File: src/rtl/dmem_sram_bridge.sv
// dmem_sram_bridge: M-stage data memory port onto an SRAM-like req/addr_ok/data_ok bus.
// One transaction in flight; a flushed access that was already accepted is drained and dropped.
module dmem_sram_bridge #(
  parameter int unsigned KSEG_MAP = 1
) (
  input  logic        clk,
  input  logic        rst,
  input  logic [3:0]  mem_ren_i,
  input  logic [3:0]  mem_wen_i,
  input  logic [31:0] mem_addr_i,
  input  logic [31:0] mem_wdata_i,
  input  logic        stall_pipe_i,
  input  logic        flush_i,
  output logic [31:0] mem_rdata_o,
  output logic        mem_stall_o,
  output logic        data_req_o,
  output logic        data_wr_o,
  output logic [1:0]  data_size_o,
  output logic [31:0] data_addr_o,
  output logic [31:0] data_wdata_o,
  input  logic        data_addr_ok_i,
  input  logic        data_data_ok_i,
  input  logic [31:0] data_rdata_i
);

  typedef enum logic [2:0] {
    IDLE,
    REQ,
    WAIT,
    DONE,
    DRAIN
  } state_t;

  state_t      state;
  state_t      state_nx;
  logic        access;
  logic        issue;
  logic        capture;
  logic [3:0]  en;
  logic [1:0]  size;
  logic [31:0] addr_phys;

  assign access = (|mem_ren_i) | (|mem_wen_i);
  assign en     = (|mem_wen_i) ? mem_wen_i : mem_ren_i;

  always_comb begin
    size = 2'd2;
    case (en)
      4'b1111:                            size = 2'd2;
      4'b0011, 4'b1100:                   size = 2'd1;
      4'b0001, 4'b0010, 4'b0100, 4'b1000: size = 2'd0;
      default:                            size = 2'd2;
    endcase
  end

  // kseg0/kseg1 fold onto the low 512 MB of physical space
  assign addr_phys = (KSEG_MAP != 0) ? {3'b000, mem_addr_i[28:0]}
                                     : mem_addr_i;

  always_ff @(posedge clk) begin
    if (rst) begin
      state <= IDLE;
    end else begin
      state <= state_nx;
    end
  end

  always_comb begin
    state_nx = state;
    issue    = 1'b0;
    capture  = 1'b0;
    case (state)
      IDLE: begin
        if (access && !flush_i) begin
          state_nx = REQ;
          issue    = 1'b1;
        end
      end
      REQ: begin
        if (data_addr_ok_i) begin
          state_nx = flush_i ? DRAIN : WAIT;
        end else if (flush_i) begin
          state_nx = IDLE;
        end
      end
      WAIT: begin
        if (data_data_ok_i) begin
          if (flush_i) begin
            state_nx = IDLE;
          end else begin
            state_nx = DONE;
            capture  = !data_wr_o;
          end
        end else if (flush_i) begin
          state_nx = DRAIN;
        end
      end
      DONE: begin
        if (!stall_pipe_i || flush_i) begin
          state_nx = IDLE;
        end
      end
      DRAIN: begin
        if (data_data_ok_i) begin
          state_nx = IDLE;
        end
      end
      default: state_nx = IDLE;
    endcase
  end

  always_ff @(posedge clk) begin
    if (rst) begin
      data_wr_o    <= 1'b0;
      data_size_o  <= 2'd0;
      data_addr_o  <= 32'd0;
      data_wdata_o <= 32'd0;
      mem_rdata_o  <= 32'd0;
    end else begin
      if (issue) begin
        data_wr_o    <= |mem_wen_i;
        data_size_o  <= size;
        data_addr_o  <= addr_phys;
        data_wdata_o <= mem_wdata_i;
      end
      if (capture) begin
        mem_rdata_o <= data_rdata_i;
      end
    end
  end

  assign data_req_o  = (state == REQ);
  assign mem_stall_o = access && (state != DONE);

endmodule

File: config.mk
export PLATFORM = sky130hd
export DESIGN_NAME = dmem_sram_bridge
export DESIGN_NICKNAME = d
export VERILOG_FILES = /design/src/rtl/dmem_sram_bridge.sv
export SDC_FILE = /design/constraint.sdc
export NUM_CORES = 1
export LEC_CHECK = 0
export BUFFER_PORTS_ARGS = -buffer_cell sky130_fd_sc_hd__buf_2
export CORE_ASPECT_RATIO = 0.5
export CORE_MARGIN = 2
export CORE_UTILIZATION = 49
export CTS_BUF_LIST = sky130_fd_sc_hd__clkbuf_2
export DETAILED_ROUTE_END_ITERATION = 16
export HOLD_SLACK_MARGIN = 0.05
export PLACE_DENSITY = 0.94
export SYNTH_ARGS = -nofsm -noshare
export SYNTH_HDL_FRONTEND = slang
export SYNTH_SLANG_ARGS = --single-unit
File: constraint.sdc
create_clock -name clk -period 3.8 [get_ports clk]
set_input_delay 0.19 -clock clk [delete_from_list [all_inputs] [get_ports clk]]
set_output_delay 0.19 -clock clk [all_outputs]
set_load 0.1 [all_outputs]
# Word-level counts from Yosys, hierarchy flattened

Cells that the tools add are included.

Input port bits: 110
Register bits after elaboration: 99
Output and inout port bits: 101

Reductions and logical operators: 12
Equality and inequality tests: 16
Bitwise operators: 1
Mux-type cells: 17

Operators by type and width:

| cell                                                                   | number |
|---|---|
| 3-bit two-way mux                                                      | 8 |
| 3-bit case mux with 5 select lines                                     | 1 |
| 4-bit OR reduction                                                     | 3 |
| 4-bit by 2-bit equality test with 1-bit output (second input constant) | 2 |
| 4-bit equality test (second input constant)                            | 2 |
| 3-bit by 2-bit equality test with 1-bit output (second input constant) | 2 |
| 2-bit != test (second input constant)                                  | 3 |
| 3-bit by 2-bit != test with 1-bit output (second input constant)       | 2 |
| 1-bit two-way mux                                                      | 5 |
| 5-bit AND reduction                                                    | 1 |
| 4-bit by 1-bit equality test with 1-bit output (second input constant) | 1 |
| 4-bit by 3-bit equality test with 1-bit output (second input constant) | 1 |
| 4-bit two-way mux                                                      | 1 |
| 2-bit case mux with 2 select lines                                     | 1 |
| 3-bit by 1-bit equality test with 1-bit output (second input constant) | 1 |
| 3-bit equality test (second input constant)                            | 1 |
| 1-bit zero test                                                        | 3 |
| 3-bit zero test                                                        | 1 |
| 3-bit != test (second input constant)                                  | 1 |
| 1-bit logical AND                                                      | 2 |
| 2-bit two-way mux                                                      | 1 |
| 2-bit OR reduction                                                     | 1 |
| 1-bit logical OR                                                       | 1 |
| 1-bit bitwise OR                                                       | 1 |

# Depth between registers and ports, before layout

Depth after elaboration: 5
Mapped depth: 7

# Worst setup path after synthesis

OpenSTA, ideal clock, no wires.

Kind: register to output
Start point: register state[0]
End point: output port data_req_o
Cell stages (with the launch flop): 3
Required time: 3.610 ns
Setup slack: 0.817 ns
Data arrival time: 2.793 ns
Path through: dfxtp_1 > clkbuf_1 > nor3b_1

Longest elaborated chain between the ends: 1

Ends and longest elaborated chain:

| what                                           | RTL line | text |
|---|---|---|
| from (decl)                                    | 34       | `state_t state;` |
| from (signal assigned)                         | 64       | `state <= state_nx;` |
| 3-bit by 1-bit equality test with 1-bit output | 132      | `assign data_req_o = (state == REQ);` |
| to (decl)                                      | 16       | `output logic data_req_o,` |

No other way between the ends.

# Worst setup path after layout

Start point: input port mem_wen_i[1]
End point: register data_size_o[0]

Longest elaborated chain between the ends: 5
Elaborated cells on any way between the ends: 15
Those cells by class: eq/ne (6); mux (4); bitwise (1); reduce/logical (4)

Ends and longest elaborated chain:

| what                                                                         | RTL line | text |
|---|---|---|
| from (decl)                                                                  | 9        | `input logic [3:0] mem_wen_i,` |
| 4-bit OR reduction                                                           | 43, 44   |  |
| 4-bit two-way mux or 1-bit bitwise OR (tied branches)                        | 44, 43   |  |
| 4-bit by 1-bit equality test with 1-bit output, or another cell as far along | 48       | `case (en)` |
| 4-bit OR reduction, or another cell as far along                             | 48       |  |
| 2-bit case mux with 2 select lines or 1-bit two-way mux (tied branches)      | 48, 72   |  |
| to (signal assigned)                                                         | 122      | `data_size_o <= size;` |
| to (decl)                                                                    | 18       | `output logic [1:0] data_size_o,` |

Several ways; a longest one is shown, not always the timed one.
A chain may end at the register's enable or synchronous reset.

==> qor.yml <==
yosysMostFrequentCell: "nand2_1"
status: "completed"
synth.distinct_cells: 37
io_pins: 211
hpwl_um: 6640
yosys_warnings: 0
grt_setup_unrepaired: "false"
start_util_pct: 50.7
tritoncts: "yes"
clk_pin_slew_ps: 280
dpl_cell_area_sq_um: 4700
wl_met1_um: 5070
fin_util_pct: 79.4
power_leakage_nw: 2.66
htreeDepth: 3
layout_min_cycle_time_ps: 2870
viasPerCell: 5.40
layout-drive-gt1-share_pct: 30.1
fin_ws_ps: 932
grt_pass1_wl_um: 21700
antenna_left: 0
hold_violations: 0
hold_path_class: "in2reg"
synthTopCellsByCount: "188 x nand2_1, 99 x dfxtp_1, 94 x a21oi_1"
final.setup.tns_ps: 0
dp.cells: 734
die-area_sq_um: 8330
gp_congestion: 0.783
antenna_found_initial: 0
grt_max_degree: 63
synth.yosys.seq_area_share_pct: 53.4
cts_root_buffer: "clkbuf_2"
wl_per_cell_um: 16.5
slew_headroom_pct: 23.9
fin_hold_ws_ps: 137
drtIter0Drc: 500
track_usage_pct: 33.3
max_cap_violations: 0
wl_met2_um: 6960
critPathCaptureType: "flip-flop"
setup_viol: 0
avgSynthCellArea_sq_um: 7.97
worstSetupPathType: "in2reg"
synthArstFlopShare_pct: 0
cts_resized: 0
clk_latency_ps: 590
synthToLayoutAreaGrowth_pct: 56.7
fp.dieW_um: 127
ir_worst_vdd_mv: 0.324
dr.pass1.iters: 7
syn-cell-area_sq_um: 3710
synth-edff-count: 0
vias: 4603
grt_pass1_vias: 4484
grt.overflow.total: 0
drv_slew: 0
synth_top_area_share_pct: 53.4
io_buffers: 204
arrival_ps: 3420
dp_slack_ps: 1590
synth-seq-cells: 99
die_height_um: 65.5
fin_total_pwr_mw: 2.96
numCtsBuffers: 9
nets: 860
cts-root-to-sink-buffers: 2
synth_area_leaders: "dfxtp_1 53%, nand2_1 19%, a21oi_1 13%, clkbuf_1 1.8%, buf_2 1.8%"
worst_slew_pin_slew_ps: 1140
finish.instance_area_sq_um: 5820
crit_path_max_fanout: 62
clock_skew_ps: 33.8
period_share_pct: 75.5
cts.sink_count: 99
synth_ff_type: "dfxtp_1"
drcViolationCount: 0
core-area_sq_um: 7320
dr.max_layer_used: "met4"
routed_wl_um: 14100
required_ps: 4350
fmax_mhz: 349
instances_no_fill: 852
yosys.area.top_type: "dfxtp_1"
std_cell_rows: 22
cp-start-kind: "input port"
wl_met3_um: 1150
p_per_area_nw_per_um2: 508
netlist_instances: 466
final timing paths:
kind	start	end	slack, ps	depth (start not counted)
setup / recovery	mem_wen_i[1]	data_size_o[0]	930	7
hold / removal	mem_wen_i[2]	data_wr_o	140	3
setup reg to reg	state[2]	data_size_o[0]	1000	5
hold reg to reg	data_wdata_o[31]	data_wdata_o[31]	470	2
repair_timing:
action / 4_1_cts / 5_1_grt
endpoints found under the hold margin: 96 / 0
buffers inserted: 0 / 0
hold buffers: 101 / 0
placed cells by master (no fill, tap or decap), types with 2 or more instances in the layout:
cell           count
a21oi_1           94
buf_2            204
o22ai_1            2
nor2_1             7
clkinv_2           2
nor3b_1            2
and2_1             2
dfxtp_1           99
mux2_1             2
conb_1             3
clkinv_1           3
nor4b_1            2
dlygate4sd3_1    101
clkbuf_2           9
o211ai_1           2
nor2b_1            2
nand2_1          188
nor4bb_1           2
buf_4              5
a211oi_1           2
cells by family (layout without fill, tap and decap cells):
group                  count (synthesis)  in the layout  share of synthesized area [%]
AOI/OAI and AO/OA                    111            111                           16.3
buffers and inverters                 40            327                           5.70
DFF                                   99             99                           53.4
muxes                                  2              2                          0.607
other                                  1              4                          0.101
and+or+nand+nor                      213            213                           23.9
state kept, by name, indices dropped and copies added, names as in the netlist:
name / flops
data_addr_o: 29
data_size_o: 2
data_wdata_o: 32
data_wr_o: 1
mem_rdata_o: 32
state: 3
area by class of cell:
class / count / area [sq um]
clock buffer: 9 / 45.0
timing repair buffer: 310 / 2070
fill: 424 / 1510
tap: 96 / 120
multi-input combinational: 329 / 1540
sequential: 99 / 1980
clock inverter: 7 / 58.8
inverter: 1 / 3.75
antenna: 1 / 2.50
worst max-delay path, stage by stage:
cell and delay (ps):
dlygate4sd3_1 550, buf_2 160, nor4_4 480, a211o_2 950
a31oi_1 110, a211oi_1 330, dlygate4sd3_1 630
metal layers:
| metal | GRT usage (%) | vias up |
|---|---|---|
| met5 | 0 | - |
| met4 | 21.6 | 0 |
| met3 | 9.85 | 106 |
| met2 | 62.0 | 321 |
| met1 | 33.2 | 2087 |
| li1 | - | 2089 |
power breakdown:
group	internal [mW]	switching, mW	leakage (nW)
clock network	0.143	0.335	0.0642
logic	0.274	1.01	1.78
registers	1.14	0.0635	0.808
total	1.55	1.40	2.66
(Power assumes the default switching activity.)
